File: src/rtl/mov_pkg.sv
// Shared definitions for the pipelined move unit: mode encodings and the
// mode-to-function helpers used by the datapath.
package mov_pkg;

    localparam logic [1:0] MODE_MOV   = 2'b00;
    localparam logic [1:0] MODE_MVN   = 2'b01;
    localparam logic [1:0] MODE_MOVZ  = 2'b10;
    localparam logic [1:0] MODE_MOVNZ = 2'b11;

    // Helpers work on the mode and a zero flag only, so they stay width-agnostic.
    function automatic logic mode_inverts(input logic [1:0] mode);
        return (mode == MODE_MVN);
    endfunction

    function automatic logic mode_wen(input logic [1:0] mode, input logic cond_zero);
        logic wen;
        case (mode)
            MODE_MOVZ:  wen = cond_zero;
            MODE_MOVNZ: wen = !cond_zero;
            default:    wen = 1'b1;
        endcase
        return wen;
    endfunction

endpackage

File: src/rtl/mov_pipe_nbit_stage.sv
// One pipeline register slice: valid, data and write-enable, with the
// skid-free ready-chain load rule (an empty slice always loads).
module mov_stage #(
    parameter int WIDTH = 32
) (
    input  logic             clk,
    input  logic             rst,
    input  logic             up_valid,
    input  logic [WIDTH-1:0] up_data,
    input  logic             up_wen,
    input  logic             ready_next,
    output logic             valid,
    output logic [WIDTH-1:0] data,
    output logic             wen
);

    logic load;

    assign load = !valid || ready_next;

    // Payload only changes on a valid load so out1 does not drift between beats.
    always_ff @(posedge clk) begin
        if (rst) begin
            valid <= 1'b0;
            data  <= '0;
            wen   <= 1'b0;
        end else if (load) begin
            valid <= up_valid;
            if (up_valid) begin
                data <= up_data;
                wen  <= up_wen;
            end
        end
    end

endmodule

File: src/rtl/mov_pipe_nbit.sv
// Pipelined N-bit move unit: mode function ahead of STAGES register slices,
// valid/ready on both sides, and a counter of accepted operations.
module mov_pipe_nbit
    import mov_pkg::*;
#(
    parameter int WIDTH  = 32,
    parameter int STAGES = 2,
    parameter int CNT_W  = 16
) (
    input  logic             clk,
    input  logic             rst,
    input  logic             in_valid,
    output logic             in_ready,
    input  logic [1:0]       mode,
    input  logic [WIDTH-1:0] in1,
    input  logic [WIDTH-1:0] in2,
    output logic             out_valid,
    input  logic             out_ready,
    output logic [WIDTH-1:0] out1,
    output logic             out_wen,
    output logic [CNT_W-1:0] op_count
);

    if ((STAGES < 1) || (STAGES > 8)) begin : g_bad_stages
        $error("mov_pipe_nbit: STAGES must be in 1..8");
    end

    logic [WIDTH-1:0]  op_data;
    logic              op_wen;
    logic              accept;
    logic [STAGES-1:0] stg_valid;
    logic [STAGES-1:0] stg_wen;
    logic [WIDTH-1:0]  stg_data [STAGES];
    logic [STAGES-1:0] ready;

    assign op_data = mode_inverts(mode) ? ~in1 : in1;
    assign op_wen  = mode_wen(mode, in2 == '0);

    // Ready chain resolved back-to-front in one process to keep it acyclic.
    always_comb begin
        ready = '0;
        ready[STAGES-1] = out_ready;
        for (int unsigned k = STAGES - 1; k > 0; k--) begin
            ready[k-1] = !stg_valid[k] || ready[k];
        end
    end

    assign in_ready = !stg_valid[0] || ready[0];
    assign accept   = in_valid && in_ready;

    for (genvar k = 0; k < STAGES; k++) begin : g_stage
        logic             up_valid;
        logic [WIDTH-1:0] up_data;
        logic             up_wen;

        if (k == 0) begin : g_head
            assign up_valid = in_valid;
            assign up_data  = op_data;
            assign up_wen   = op_wen;
        end else begin : g_body
            assign up_valid = stg_valid[k-1];
            assign up_data  = stg_data[k-1];
            assign up_wen   = stg_wen[k-1];
        end

        mov_stage #(.WIDTH(WIDTH)) u_stage (
            .clk        (clk),
            .rst        (rst),
            .up_valid   (up_valid),
            .up_data    (up_data),
            .up_wen     (up_wen),
            .ready_next (ready[k]),
            .valid      (stg_valid[k]),
            .data       (stg_data[k]),
            .wen        (stg_wen[k])
        );
    end

    assign out_valid = stg_valid[STAGES-1];
    assign out1      = stg_data[STAGES-1];
    assign out_wen   = stg_wen[STAGES-1];

    always_ff @(posedge clk) begin
        if (rst) begin
            op_count <= '0;
        end else if (accept) begin
            op_count <= op_count + 1'b1;
        end
    end

endmodule

File: config.mk
export PLATFORM = sky130hd
export DESIGN_NAME = mov_pipe_nbit
export DESIGN_NICKNAME = d
export VERILOG_FILES = /design/src/rtl/mov_pkg.sv /design/src/rtl/mov_pipe_nbit_stage.sv /design/src/rtl/mov_pipe_nbit.sv
export SDC_FILE = /design/constraint.sdc
export NUM_CORES = 1
export LEC_CHECK = 0
export ABC_CLOCK_PERIOD_IN_PS = 2150
export BUFFER_PORTS_ARGS = -buffer_cell sky130_fd_sc_hd__buf_2
export CAP_MARGIN = 5
export CORE_MARGIN = 3
export CORE_UTILIZATION = 49
export DETAILED_ROUTE_END_ITERATION = 8
export HOLD_SLACK_MARGIN = 0.12
export PLACE_DENSITY = 0.85
export SLEW_MARGIN = 0
export SYNTH_ARGS = -nofsm -noshare
export SYNTH_HDL_FRONTEND = slang
export SYNTH_SLANG_ARGS = --single-unit
File: constraint.sdc
create_clock -name clk -period 2.15 [get_ports clk]
set_input_delay 0.3225 -clock clk [delete_from_list [all_inputs] [get_ports clk]]
set_output_delay 0.3225 -clock clk [all_outputs]
set_load 0.1 [all_outputs]
==> results.ini <==
[run_status]
outcome=complete, no violations

[floorplanning]
ioPinCount=121
die_w_um=89.7
start_util_pct=52.2
core_um2=6570
die_h_um=89.7
rows=29
die-area_um2=8040

[grt]
grt_max_degree=38
overflow=0
use_met1_pct=23.6
antenna_found_initial=0
met3_usage_pct=4.38
track_usage_pct=19.5
met2_usage_pct=33.7
grt_pass1_wl_um=12400
grt_pass1_vias=2881
grt.busiest_layer=met2

[place]
dp_slack_ps=501
hpwl_um=5510
portBuffers=120
gp_congestion=0.857
place_area_um2=4120

[clock_tree]
cts_buffers=9
cts_setup_buffers=0
cts_hold_buf=0
clk_pin_slew_ps=80
postCtsResizedCells=0
ctsLongestPathBuffers=2
cts_tree=yes
insertion_delay_ps=340
cts_max_level=3
cts-root-buf=clkbuf_8
cts_sinks=84

[worst_setup_path]
cp_max_fo=10
path_class=reg -> reg
cp-end-kind=flop
cp_cell_sequence=ha_1 > and2_1 > nand3_1 > or4_1 > a21oi_1
slowest_stage=or4_1
startpoint_type=flop
max_stage_delay_ps=540
worstPathRequired_ps=2430
arrival_ps=1940

[yosys]
synthesis.area_um2=3430
ys_warn_count=0
synth_edf_count=0
synthArstFlopShare_pct=0
postSynthCellCount=394
synth.avg_cell_area_um2=8.70
ys_seq_area_share_pct=49.0
synthFlopType=dfxtp_1
synth-seq-cells=84
ys_types=35
synth_nets=465

[drt]
wire_per_inst_um=12.7
vias=3068
drc=0
wirelength_um=7610
firstDrtPassIters=4
drt_iter0_markers=70
drtAntennaViolNets=0
vias_per_cell=5.10

[layout]
final_layout_size_suffix_gt1_share_pct=31.5
utilization_pct=65.8
layout.nets=574
multiInputGateArea_um2=1600
design_area_um2=4320
fill_cells=569
syn_to_final_growth_pct=26.0
antenna_cells=0
seqCellArea_um2=1690

[timing]
hold_ws_ps=227
worst_slack_ps=486
period_share_pct=77.4
finalHoldViolations=0
drv_slew=0
max_freq_mhz=601
finalSetupViolations=0
tightest_slew_ps=565
min_period_ps=1660
rsz0062_at_grt=false
max_slew_margin_pct=62.3
fin_worst_skew_ps=10.6
fin_setup_tns_ps=0

[power_and_ir_drop]
p_leak_nw=1.79
p_clk_share_pct=33.1
power_density_nw_per_um2=771
ir_worst_vdd_mv=0.437
switching_share_pct=29.4
p_comb_share_pct=16.6
p_int_mw=2.35
switchingPower_uw=978
seq_power_share_pct=50.3

[hold_path]
hold_path_class=in -> reg

[job]
cap_viol_max_count=0

## state kept, by name, summed over array words and instances (netlist names)
register	cells
g_stage.u_stage.valid	2
op_count	16
g_stage.u_stage.wen	2
g_stage.u_stage.data	64
## final timing paths
check / startpoint / end / slack (ps) / cells after the start
max reg2reg: op_count[0]$_SDFFE_PP0P_ / op_count[14]$_SDFFE_PP0P_ / 490 / 5
max: op_count[0]$_SDFFE_PP0P_ / op_count[14]$_SDFFE_PP0P_ / 490 / 5
min: mode[1] / g_stage[0].u_stage.wen$_SDFFE_PP0P_ / 230 / 2
min reg2reg: g_stage[0].u_stage.data[10]$_SDFFE_PP0P_ / g_stage[1].u_stage.data[10]$_SDFFE_PP0P_ / 450 / 2
## Yosys cell counts, types with 2 or more instances
cell type	instances	area share, %
nand2_1	71	7.8
dfxtp_1	84	49
nor2_1	39	4.3
and3_1	2	0.36
or3_1	5	0.91
nor4_1	8	1.5
xnor2_1	33	8.4
buf_6	2	0.66
a211oi_1	32	7.0
xor2_1	5	1.3
a21oi_1	44	6.4
inv_1	3	0.33
buf_2	8	1.2
and2_1	3	0.55
nand4_1	6	1.1
o31ai_1	4	0.88
o21ai_0	6	0.88
clkbuf_1	16	1.8
nand3_1	4	0.58
or4_1	4	0.88
## through the flow
step,instances,power (mW)
3_5_place_dp,585,2.27
5_1_grt,601,3.50
2_1_floorplan,394,2.12
4_1_cts,601,3.37
3_3_place_gp,585,2.26
6_report,601,3.33
## cell type report
cell class | instances | share of cell area, %
inverter | 3 | 0.261
clock inverter | 7 | 1.71
multi-input combinational | 278 | 37.0
clock buffer | 9 | 2.87
tap | 93 | 2.69
timing repair buffer | 127 | 16.3
sequential | 84 | 39.2
## metal layers
layer  up-vias  part of all wire [%]
met1      1397                    45
met2        95                    48
met4         0                  0.79
met3         9                   6.2
li1       1567                     -
met5         -                     0
## power by group through the flow
stage	sequential, mW	clock [mW]	combinational [mW]
global route	1.69	1.21	0.599
finish	1.68	1.10	0.553
detailed placement	1.71	0	0.556
CTS	1.68	1.14	0.557
floorplan	1.90	0	0.223
global placement	1.71	0	0.545
## layout by cell type (no fill, tap or decap)
cell	n
o31ai_1	4
inv_1	3
clkinv_2	2
xor2_1	5
a41oi_1	1
nand3_4	1
a21oi_1	44
clkbuf_8	9
nand2b_1	1
nand2_1	71
and2_2	2
nor2b_4	1
o21bai_1	1
buf_4	3
a211oi_1	32
and2_1	2
and4_4	1
nand3_1	4
buf_2	120
buf_12	4
ha_1	1
or3_2	1
and3_1	2
inv_6	2
nor2_1	39
xnor2_1	33
mux2i_1	1
nand3_2	1
clkinv_4	1
nand4_1	6
bufinv_16	1
o21ai_0	6
nor4_1	8
or3_1	5
nand3b_4	1
dfxtp_2	9
or4_1	4
dfxtp_1	75
clkinvlp_4	1
## cells by family after synthesis
group	count (synthesis)	share of synthesized area, %
mux	1	0.292
compound gates	88	15.7
xor+xnor	38	9.70
fa+ha+maj	1	0.365
simple gates	150	20.4
flops	84	49.0
buf+inv	32	4.56
## worst max-delay path: cells and delay by family, from the launching register on
kind            cells  cell delay, ps
fa+ha+maj           1             160
simple gates        3             930
compound gates      1             150
flops               1             360
No activity file was read; power rests on OpenSTA's default activity.
